===== config.mk =====
export PLATFORM = sky130hd
export DESIGN_NAME = fifo_wr_arb_flat
export DESIGN_NICKNAME = d
export VERILOG_FILES = /design/src/rtl/fifo_wr_arb_if.sv /design/src/rtl/fifo_wr_arb.sv /design/src/flat_wrapper.sv
export SDC_FILE = /design/constraint.sdc
export NUM_CORES = 1
export LEC_CHECK = 0
export ABC_AREA = 1
export CAP_MARGIN = 30
export CELL_PAD_IN_SITES_DETAIL_PLACEMENT = 0
export CELL_PAD_IN_SITES_GLOBAL_PLACEMENT = 1
export CORE_MARGIN = 3
export CORE_UTILIZATION = 30
export DETAILED_ROUTE_END_ITERATION = 10
export GPL_TIMING_DRIVEN = 0
export PLACE_DENSITY = 0.83
export SLEW_MARGIN = 40
export SYNTH_ARGS = -nofsm -noshare
export SYNTH_HDL_FRONTEND = slang
export SYNTH_SLANG_ARGS = --single-unit

===== constraint.sdc =====
create_clock -name clk -period 1.6 [get_ports clk]
set_input_delay 0.32 -clock clk [delete_from_list [all_inputs] [get_ports clk]]
set_output_delay 0.32 -clock clk [all_outputs]
set_load 0.02 [all_outputs]

===== src/rtl/fifo_wr_arb_if.sv =====
// Handshake bundle for fifo_wr_arb: two write producers, one reader, and the FIFO memory strobes.
interface fifo_wr_arb_if #(
  parameter int unsigned WIDTH = 8,
  parameter int unsigned DEPTH = 8
);
  localparam int unsigned CW = $clog2(DEPTH) + 1;

  logic             req0, req1;
  logic [WIDTH-1:0] data0, data1;
  logic             gnt0, gnt1;
  logic             rd_req, rd_valid;
  logic [WIDTH-1:0] rd_data;
  logic             fifo_we, fifo_re;
  logic [WIDTH-1:0] fifo_wdata, fifo_rdata;
  logic             full, empty;
  logic [CW-1:0]    count;

  modport slave (
    input  req0, req1, data0, data1, rd_req, fifo_rdata,
    output gnt0, gnt1, rd_valid, rd_data, fifo_we, fifo_re, fifo_wdata, full, empty, count
  );

  modport master (
    output req0, req1, data0, data1, rd_req, fifo_rdata,
    input  gnt0, gnt1, rd_valid, rd_data, fifo_we, fifo_re, fifo_wdata, full, empty, count
  );
endinterface


===== src/rtl/fifo_wr_arb.sv =====
// Two-producer write arbiter with occupancy tracking and a fixed-latency read sequencer.
// Define ARB_FIXED_PRIO_EN to give producer 0 priority instead of round-robin.
module fifo_wr_arb #(
  parameter int unsigned WIDTH = 8,
  parameter int unsigned DEPTH = 8
) (
  input  logic          clk,
  input  logic          rst_n,
  fifo_wr_arb_if.slave  bus
);
  localparam int unsigned   CW      = $clog2(DEPTH) + 1;
  localparam logic [CW-1:0] DEPTH_C = CW'(DEPTH);

  typedef enum logic [1:0] {R_IDLE, R_ISSUE, R_DATA} rd_state_t;

  rd_state_t        state_q, state_d;
  logic             gnt0_q, gnt1_q, we_q, re_q, rvalid_q, last_q;
  logic             gnt0_d, gnt1_d, we_d, re_d, rvalid_d, last_d;
  logic [WIDTH-1:0] wdata_q, wdata_d, rdata_q, rdata_d;
  logic [CW-1:0]    count_q, count_d;
  logic             full_q, empty_q;
  logic             elig0, elig1, pick1;

  // Eligibility uses the registered count, so a read retiring at this edge cannot unblock a full FIFO.
  always_comb begin
    elig0 = bus.req0 && !gnt0_q && (count_q < DEPTH_C);
    elig1 = bus.req1 && !gnt1_q && (count_q < DEPTH_C);
`ifdef ARB_FIXED_PRIO_EN
    pick1 = elig1 && !elig0;
`else
    pick1 = elig1 && (!elig0 || !last_q);
`endif
    gnt1_d  = pick1;
    gnt0_d  = elig0 && !pick1;
    we_d    = elig0 || elig1;
    wdata_d = wdata_q;
    last_d  = last_q;
    if (gnt1_d) begin
      wdata_d = bus.data1;
      last_d  = 1'b1;
    end else if (gnt0_d) begin
      wdata_d = bus.data0;
      last_d  = 1'b0;
    end
  end

  always_comb begin
    state_d  = state_q;
    re_d     = 1'b0;
    rvalid_d = 1'b0;
    rdata_d  = rdata_q;
    unique case (state_q)
      R_IDLE:  if (bus.rd_req && (count_q != '0)) state_d = R_ISSUE;
      R_ISSUE: begin
        re_d    = 1'b1;
        state_d = R_DATA;
      end
      R_DATA: begin
        rdata_d  = bus.fifo_rdata;
        rvalid_d = 1'b1;
        state_d  = R_IDLE;
      end
      default: state_d = R_IDLE;
    endcase
  end

  always_comb begin
    count_d = count_q;
    if (we_d && !re_d)      count_d = count_q + CW'(1);
    else if (re_d && !we_d) count_d = count_q - CW'(1);
  end

  always_ff @(posedge clk or negedge rst_n) begin
    if (!rst_n) begin
      state_q  <= R_IDLE;
      gnt0_q   <= 1'b0;
      gnt1_q   <= 1'b0;
      we_q     <= 1'b0;
      re_q     <= 1'b0;
      rvalid_q <= 1'b0;
      last_q   <= 1'b1;
      wdata_q  <= '0;
      rdata_q  <= '0;
      count_q  <= '0;
      full_q   <= 1'b0;
      empty_q  <= 1'b1;
    end else begin
      state_q  <= state_d;
      gnt0_q   <= gnt0_d;
      gnt1_q   <= gnt1_d;
      we_q     <= we_d;
      re_q     <= re_d;
      rvalid_q <= rvalid_d;
      last_q   <= last_d;
      wdata_q  <= wdata_d;
      rdata_q  <= rdata_d;
      count_q  <= count_d;
      full_q   <= (count_d == DEPTH_C);
      empty_q  <= (count_d == '0);
    end
  end

  assign bus.gnt0       = gnt0_q;
  assign bus.gnt1       = gnt1_q;
  assign bus.fifo_we    = we_q;
  assign bus.fifo_wdata = wdata_q;
  assign bus.fifo_re    = re_q;
  assign bus.rd_valid   = rvalid_q;
  assign bus.rd_data    = rdata_q;
  assign bus.count      = count_q;
  assign bus.full       = full_q;
  assign bus.empty      = empty_q;
endmodule

===== src/flat_wrapper.sv =====
// flat-port wrapper written by rule: the top's interface ports become plain ports
module fifo_wr_arb_flat 
#(
  parameter int unsigned WIDTH = 8,
  parameter int unsigned DEPTH = 8
)
  (clk, rst_n, bus_req0, bus_req1, bus_data0, bus_data1, bus_rd_req, bus_fifo_rdata, bus_gnt0, bus_gnt1, bus_rd_valid, bus_rd_data, bus_fifo_we, bus_fifo_re, bus_fifo_wdata, bus_full, bus_empty, bus_count);
  fifo_wr_arb_if #(.WIDTH(WIDTH), .DEPTH(DEPTH)) bus_i ();
  input  logic clk;
  input  logic rst_n;
  input wire logic [$bits(bus_i.req0)-1:0] bus_req0;
  input wire logic [$bits(bus_i.req1)-1:0] bus_req1;
  input wire logic [$bits(bus_i.data0)-1:0] bus_data0;
  input wire logic [$bits(bus_i.data1)-1:0] bus_data1;
  input wire logic [$bits(bus_i.rd_req)-1:0] bus_rd_req;
  input wire logic [$bits(bus_i.fifo_rdata)-1:0] bus_fifo_rdata;
  output wire logic [$bits(bus_i.gnt0)-1:0] bus_gnt0;
  output wire logic [$bits(bus_i.gnt1)-1:0] bus_gnt1;
  output wire logic [$bits(bus_i.rd_valid)-1:0] bus_rd_valid;
  output wire logic [$bits(bus_i.rd_data)-1:0] bus_rd_data;
  output wire logic [$bits(bus_i.fifo_we)-1:0] bus_fifo_we;
  output wire logic [$bits(bus_i.fifo_re)-1:0] bus_fifo_re;
  output wire logic [$bits(bus_i.fifo_wdata)-1:0] bus_fifo_wdata;
  output wire logic [$bits(bus_i.full)-1:0] bus_full;
  output wire logic [$bits(bus_i.empty)-1:0] bus_empty;
  output wire logic [$bits(bus_i.count)-1:0] bus_count;
  assign bus_i.req0 = bus_req0;
  assign bus_i.req1 = bus_req1;
  assign bus_i.data0 = bus_data0;
  assign bus_i.data1 = bus_data1;
  assign bus_i.rd_req = bus_rd_req;
  assign bus_i.fifo_rdata = bus_fifo_rdata;
  assign bus_gnt0 = bus_i.gnt0;
  assign bus_gnt1 = bus_i.gnt1;
  assign bus_rd_valid = bus_i.rd_valid;
  assign bus_rd_data = bus_i.rd_data;
  assign bus_fifo_we = bus_i.fifo_we;
  assign bus_fifo_re = bus_i.fifo_re;
  assign bus_fifo_wdata = bus_i.fifo_wdata;
  assign bus_full = bus_i.full;
  assign bus_empty = bus_i.empty;
  assign bus_count = bus_i.count;
  fifo_wr_arb #(.WIDTH(WIDTH), .DEPTH(DEPTH)) u_core (.clk(clk), .rst_n(rst_n), .bus(bus_i));
endmodule

# == Yosys cells after proc, flatten, opt, wreduce, memory -nomap -nowiden ==
# Cells that the tools add are included.
# totals
regBits,30
output_inout_bits,27
wordCells,51
# classes
n_addsub,2
magnitude_cmp,1
n_eq_ne,4
muxes,10
reduce_logical,22
# op_table
cell,n
8-bit 2-to-1 mux,2
1-bit logical AND,9
4-bit 2-to-1 mux,2
1-bit logical NOT,7
4-bit by 1-bit adder with 4-bit output (second input constant),1
4-bit equality test (second input constant),1
4-bit logical NOT,1
4-bit < comparator (second input constant),1
1-bit 2-to-1 mux,4
2-bit case mux with 2 select lines,1
4-bit nonzero test,1
4-bit by 1-bit subtractor with 4-bit output (second input constant),1
2-bit by 1-bit equality test with 1-bit output (second input constant),1
2-bit equality test (second input constant),1
2-bit logical NOT,1
1-bit logical OR,2
2-bit 2-to-1 mux,1
2-bit by 1-bit inequality test with 1-bit output (second input constant),1
2-bit nonzero test,1

# == Depth between registers and ports, before layout ==
# depth
ltp_word,10
depth_mapped,9
depth_no_buf,9

# == Worst setup path after synthesis ==
# Ideal clock, no wire load.
# synth_path
path_type,reg2reg
start,register u_core.count_q[3] (netlist: u_core.bus.count[3])
end,register u_core.full_q (netlist: u_core.bus.full)
setup_ns,0.117
arrival_time_ns,1.277
t_required_ns,1.483
setup_slack_ns,0.205
path_stages_with_launch,10
path_cell_list,dfrtp_1 -> nor2_2 -> nand2_2 -> nand2_4 -> buf_8 -> nand3_4 -> nand2_1 -> nand2_2 -> nand3_1 -> nor2_1
# synth_via
elab_chain_cells,8
elab_cells_between_ends,12
cone_classes,2 x add/sub; 1 x order compare; 1 x eq/ne; 2 x mux; 6 x reduce/logical
# synth_rtl
item,line_no,text
start: declaration,fifo_wr_arb.sv:20,"logic [CW-1:0] count_q, count_d;"
start signal: assignment,fifo_wr_arb.sv:97,count_q <= count_d;
4-bit < comparator,"fifo_wr_arb.sv:26, fifo_wr_arb.sv:27",
1-bit logical AND (on tied branches),"fifo_wr_arb.sv:26, fifo_wr_arb.sv:27",
1-bit logical OR,fifo_wr_arb.sv:35,we_d = elig0 || elig1;
1-bit logical NOT,fifo_wr_arb.sv:70,else if (re_d && !we_d) count_d = count_q - CW'(1);
1-bit logical AND,fifo_wr_arb.sv:70,
4-bit 2-to-1 mux,fifo_wr_arb.sv:70,
4-bit 2-to-1 mux *,fifo_wr_arb.sv:69,if (we_d && !re_d) count_d = count_q + CW'(1);
4-bit equality test *,fifo_wr_arb.sv:98,full_q <= (count_d == DEPTH_C);
end signal: assignment,fifo_wr_arb.sv:98,
end: declaration,fifo_wr_arb.sv:21,"logic full_q, empty_q;"
# Mark *: on every way between the ends. The rest lies on a longest branch, timed or not.
# A chain may end at the register's enable or synchronous reset.

# == Final worst setup path ==
# layout_path
start,register u_core.wdata_q[3] (netlist: u_core.bus.fifo_wdata[3])
end,output port bus_fifo_wdata[3]
# layout_rtl
item,line_no,text
start: declaration,fifo_wr_arb.sv:19,"logic [WIDTH-1:0] wdata_q, wdata_d, rdata_q, rdata_d;"
start signal: assignment,fifo_wr_arb.sv:95,wdata_q <= wdata_d;
end: declaration,flat_wrapper.sv:23,output wire logic [$bits(bus_i.fifo_wdata)-1:0] bus_fifo_wdata;
# No word-level cell between the ends.

==> impl_results.md <==
* Run status: finished, final reports clean
* CTS tree: built
* Commonest cells after routing, fill and taps aside: nand2_1, clkdlybuf4s50_1, dfrtp_1
* FILL cells at 407
* Avg WL per Cell at approximately 12 um
* N_diodes at 0
* Hold/Removal Path Class: input pin to async pin
* Cell breakdown of the critical path: clkdlybuf4s50_1
* Syn Nets at 181
* DP Worst Slack at -0.103 ns
* Pins over their slew limit at 0
* Total power divided by cell area at just over 2000 mW/mm^2
* CP Capture Type: primary output
* Leak pwr at 1.07 nW
* Clk Latency, worst-skew pair at 0.28 ns
* IO buf count at 55
* Die area at 0.00538 mm^2
* Fin crit share at 97.3%
* CP max-delay cell: clkdlybuf4s50_1
* Most common cell after layout, fill and taps aside: nand2_1
* CTS sink cnt at 30
* Postcts setup bufs at 0
* DRT iter0 DRCs at 63
* Crit Path Max Fanout at 2
* Via Count at roughly 1.2k
* Vias per Instance at 4.47
* Worst path bufs/invs at 1
* WP data arrival at approximately 1.2 ns
* Root Buffer Master: clkbuf_8
* CP required at 1.28 ns
* Global placement routability congestion at 0.760
* Area growth syn-to-layout at 52.5%
* Row count at 23
* Startpoint types: flop
* Initial core utilization at 32.6%
* RSZ-0062 raised after global routing: false
* Average cell area after synthesis at 9.08 um^2
* Slew headroom at between 50% and 60%
* Max Freq at 0.643 GHz
* Max-cap violations at 0
* Nets at ~240
* Hold_ws at 0.0626 ns
* Clk buf depth at 2
* Layout cells sized above 1 at 13.6%
* #FFs+latches synth at 30
* GRT Util Overall at 12.8%
* Largest net degree at the start of global routing at 31
* Worst Skew at 0.00350 ns
* Gate count of the mapped netlist at 150
* Setup WS post-layout at between 0.04 and 0.05 ns
* Number of CTS-inserted buffers at 5
* Largest cells by area after synthesis: dfrtp_1, nand2_1, nand3_1, dfstp_2, nor2_1
* Global-route wire length before repair at 5260 um
* DR pass1 iterations at 4
* HPWL Detailed at 2410 um
* Core area at 0.00417 mm^2
* Share of the synthesized area in the top cell type at 51.5%
* Period minus WS final at 1.56 ns
* Measured slew at the worst slew-check pin at around 0.65 ns
* Die Y at 73.4 um
* Clk slew on worst S/H paths at ~0.07 ns
* Setup Viol. Count Final at 0
* Synth area leader: dfrtp_1
* Ys Warns at 0
* Peak VDD IR at roughly 0.60 mV
* Drc violations at 0
* Crit-path max cell delay at 0.60 ns
* Antenna violations before repair at 0
* Total gr overflow at 0
* Register area share after synthesis at 55.3%
* Number of distinct library cells after synthesis at 20
* Remaining antenna violation count at 0
* H-tree lvl count at 2
* Vias in the first global route at 1138
* Routed WL at 3260 um
* Final Hold Violating Endpoints at 0
* Area of the mapped netlist at 0.00136 mm^2
* Die X at ~73 um
* WS Path Type: flop to primary output
* I/O pin cnt at 56
* Top delay family on crit path: buffers and inverters
==> Yosys cell counts <==
cell type	n
a31oi_1	8
buf_6	1
buf_8	1
dfrtp_1	28
dfstp_2	2
ha_1	2
inv_1	9
inv_2	3
nand2_1	55
nand2_2	3
nand2_4	2
nand3_1	11
nand3_2	4
nand3_4	1
nand3b_4	1
nand4_1	1
nor2_1	14
nor2_2	2
nor3_1	1
o21ai_1	1
==> repair_timing <==
item,4_1_cts,5_1_grt
hold buffers,0,0
endpoints found under the setup margin,7,8
resized for setup,7,8
cloned,0,0
==> sequential cells by signal (all words and copies together) (netlist names) <==
signal	count
u_core.bus.empty	1
u_core.bus.fifo_re	1
u_core.bus.full	1
u_core.bus.fifo_wdata	8
u_core.bus.count	4
u_core.state_q	2
u_core.bus.gnt0	1
u_core.bus.fifo_we	1
u_core.bus.rd_valid	1
u_core.last_q	1
u_core.bus.rd_data	8
u_core.bus.gnt1	1
==> final timing paths <==
check,slack (ns),endpoint,startpoint,depth (start not counted)
setup / recovery,0.04,bus_fifo_wdata[3],u_core.bus.fifo_wdata[3]$_DFFE_PN0P_,1
hold / removal,0.06,u_core.bus.rd_data[4]$_DFFE_PN0P_,rst_n,1
setup reg to reg,0.17,u_core.bus.empty$_DFF_PN1_,u_core.bus.count[3]$_DFF_PN0_,7
hold reg to reg,0.42,u_core.state_q[0]$_DFFE_PN0P_,u_core.state_q[1]$_DFFE_PN0P_,1
max in group asynchronous,1.12,u_core.bus.fifo_wdata[6]$_DFFE_PN0P_,rst_n,1
min in group clk,0.42,u_core.state_q[0]$_DFFE_PN0P_,u_core.state_q[1]$_DFFE_PN0P_,1
==> where the power goes <==
group | switching [W] | internal (W)
logic | 0.00129 | 0.000951
registers | 0.000227 | 0.00114
clock network | 0.000295 | 0.000345
total | 0.00181 | 0.00243
==> stage by stage <==
step / total power (W) / std cells / setup TNS (ns) / utilization [%] / instance area [um^2]
6_report: 0.00424 / 263 / 0 / 49.7 / 2080
5_1_grt: 0.00457 / 263 / 0 / 49.7 / 2080
4_1_cts: 0.00433 / 263 / 0 / 49.3 / 2060
3_5_place_dp: 0.00374 / 255 / -0.497 / 47.2 / 1970
3_3_place_gp: 0.00370 / 255 / -10.97 / 47.3 / 1970
2_1_floorplan: 0.00275 / 150 / 0 / - / 1360
==> area by class of cell <==
| cell class | count | area [um^2] | share of cell area [%] |
|---|---|---|---|
| inverters | 12 | 45.0 | 2.17 |
| multi-input cells | 106 | 537 | 25.9 |
| well taps | 50 | 62.6 | 3.01 |
| flip-flops and latches | 30 | 753 | 36.3 |
| repair buffers | 55 | 557 | 26.8 |
| clock buffers | 6 | 82.6 | 3.98 |
| plain buffers | 2 | 26.3 | 1.27 |
| clock inverters | 2 | 12.5 | 0.603 |
==> cell families (layout without fill, tap and decap cells) <==
group           Yosys count  count (layout)  synth area share, %
simple gates             95              95                 33.5
flops                    30              30                 55.3
buf+inv                  14              77                 5.24
compound gates            9               9                 4.04
fa+ha+maj                 2               2                 1.84
==> metal layers <==
metal  part of all wire, %  GRT usage, %
met4                  0.86          4.23
met1                    44          16.7
met3                   8.1          4.92
met5                     0             0
met2                    47          19.5
Note: power is estimated with default switching activity, not from simulation.
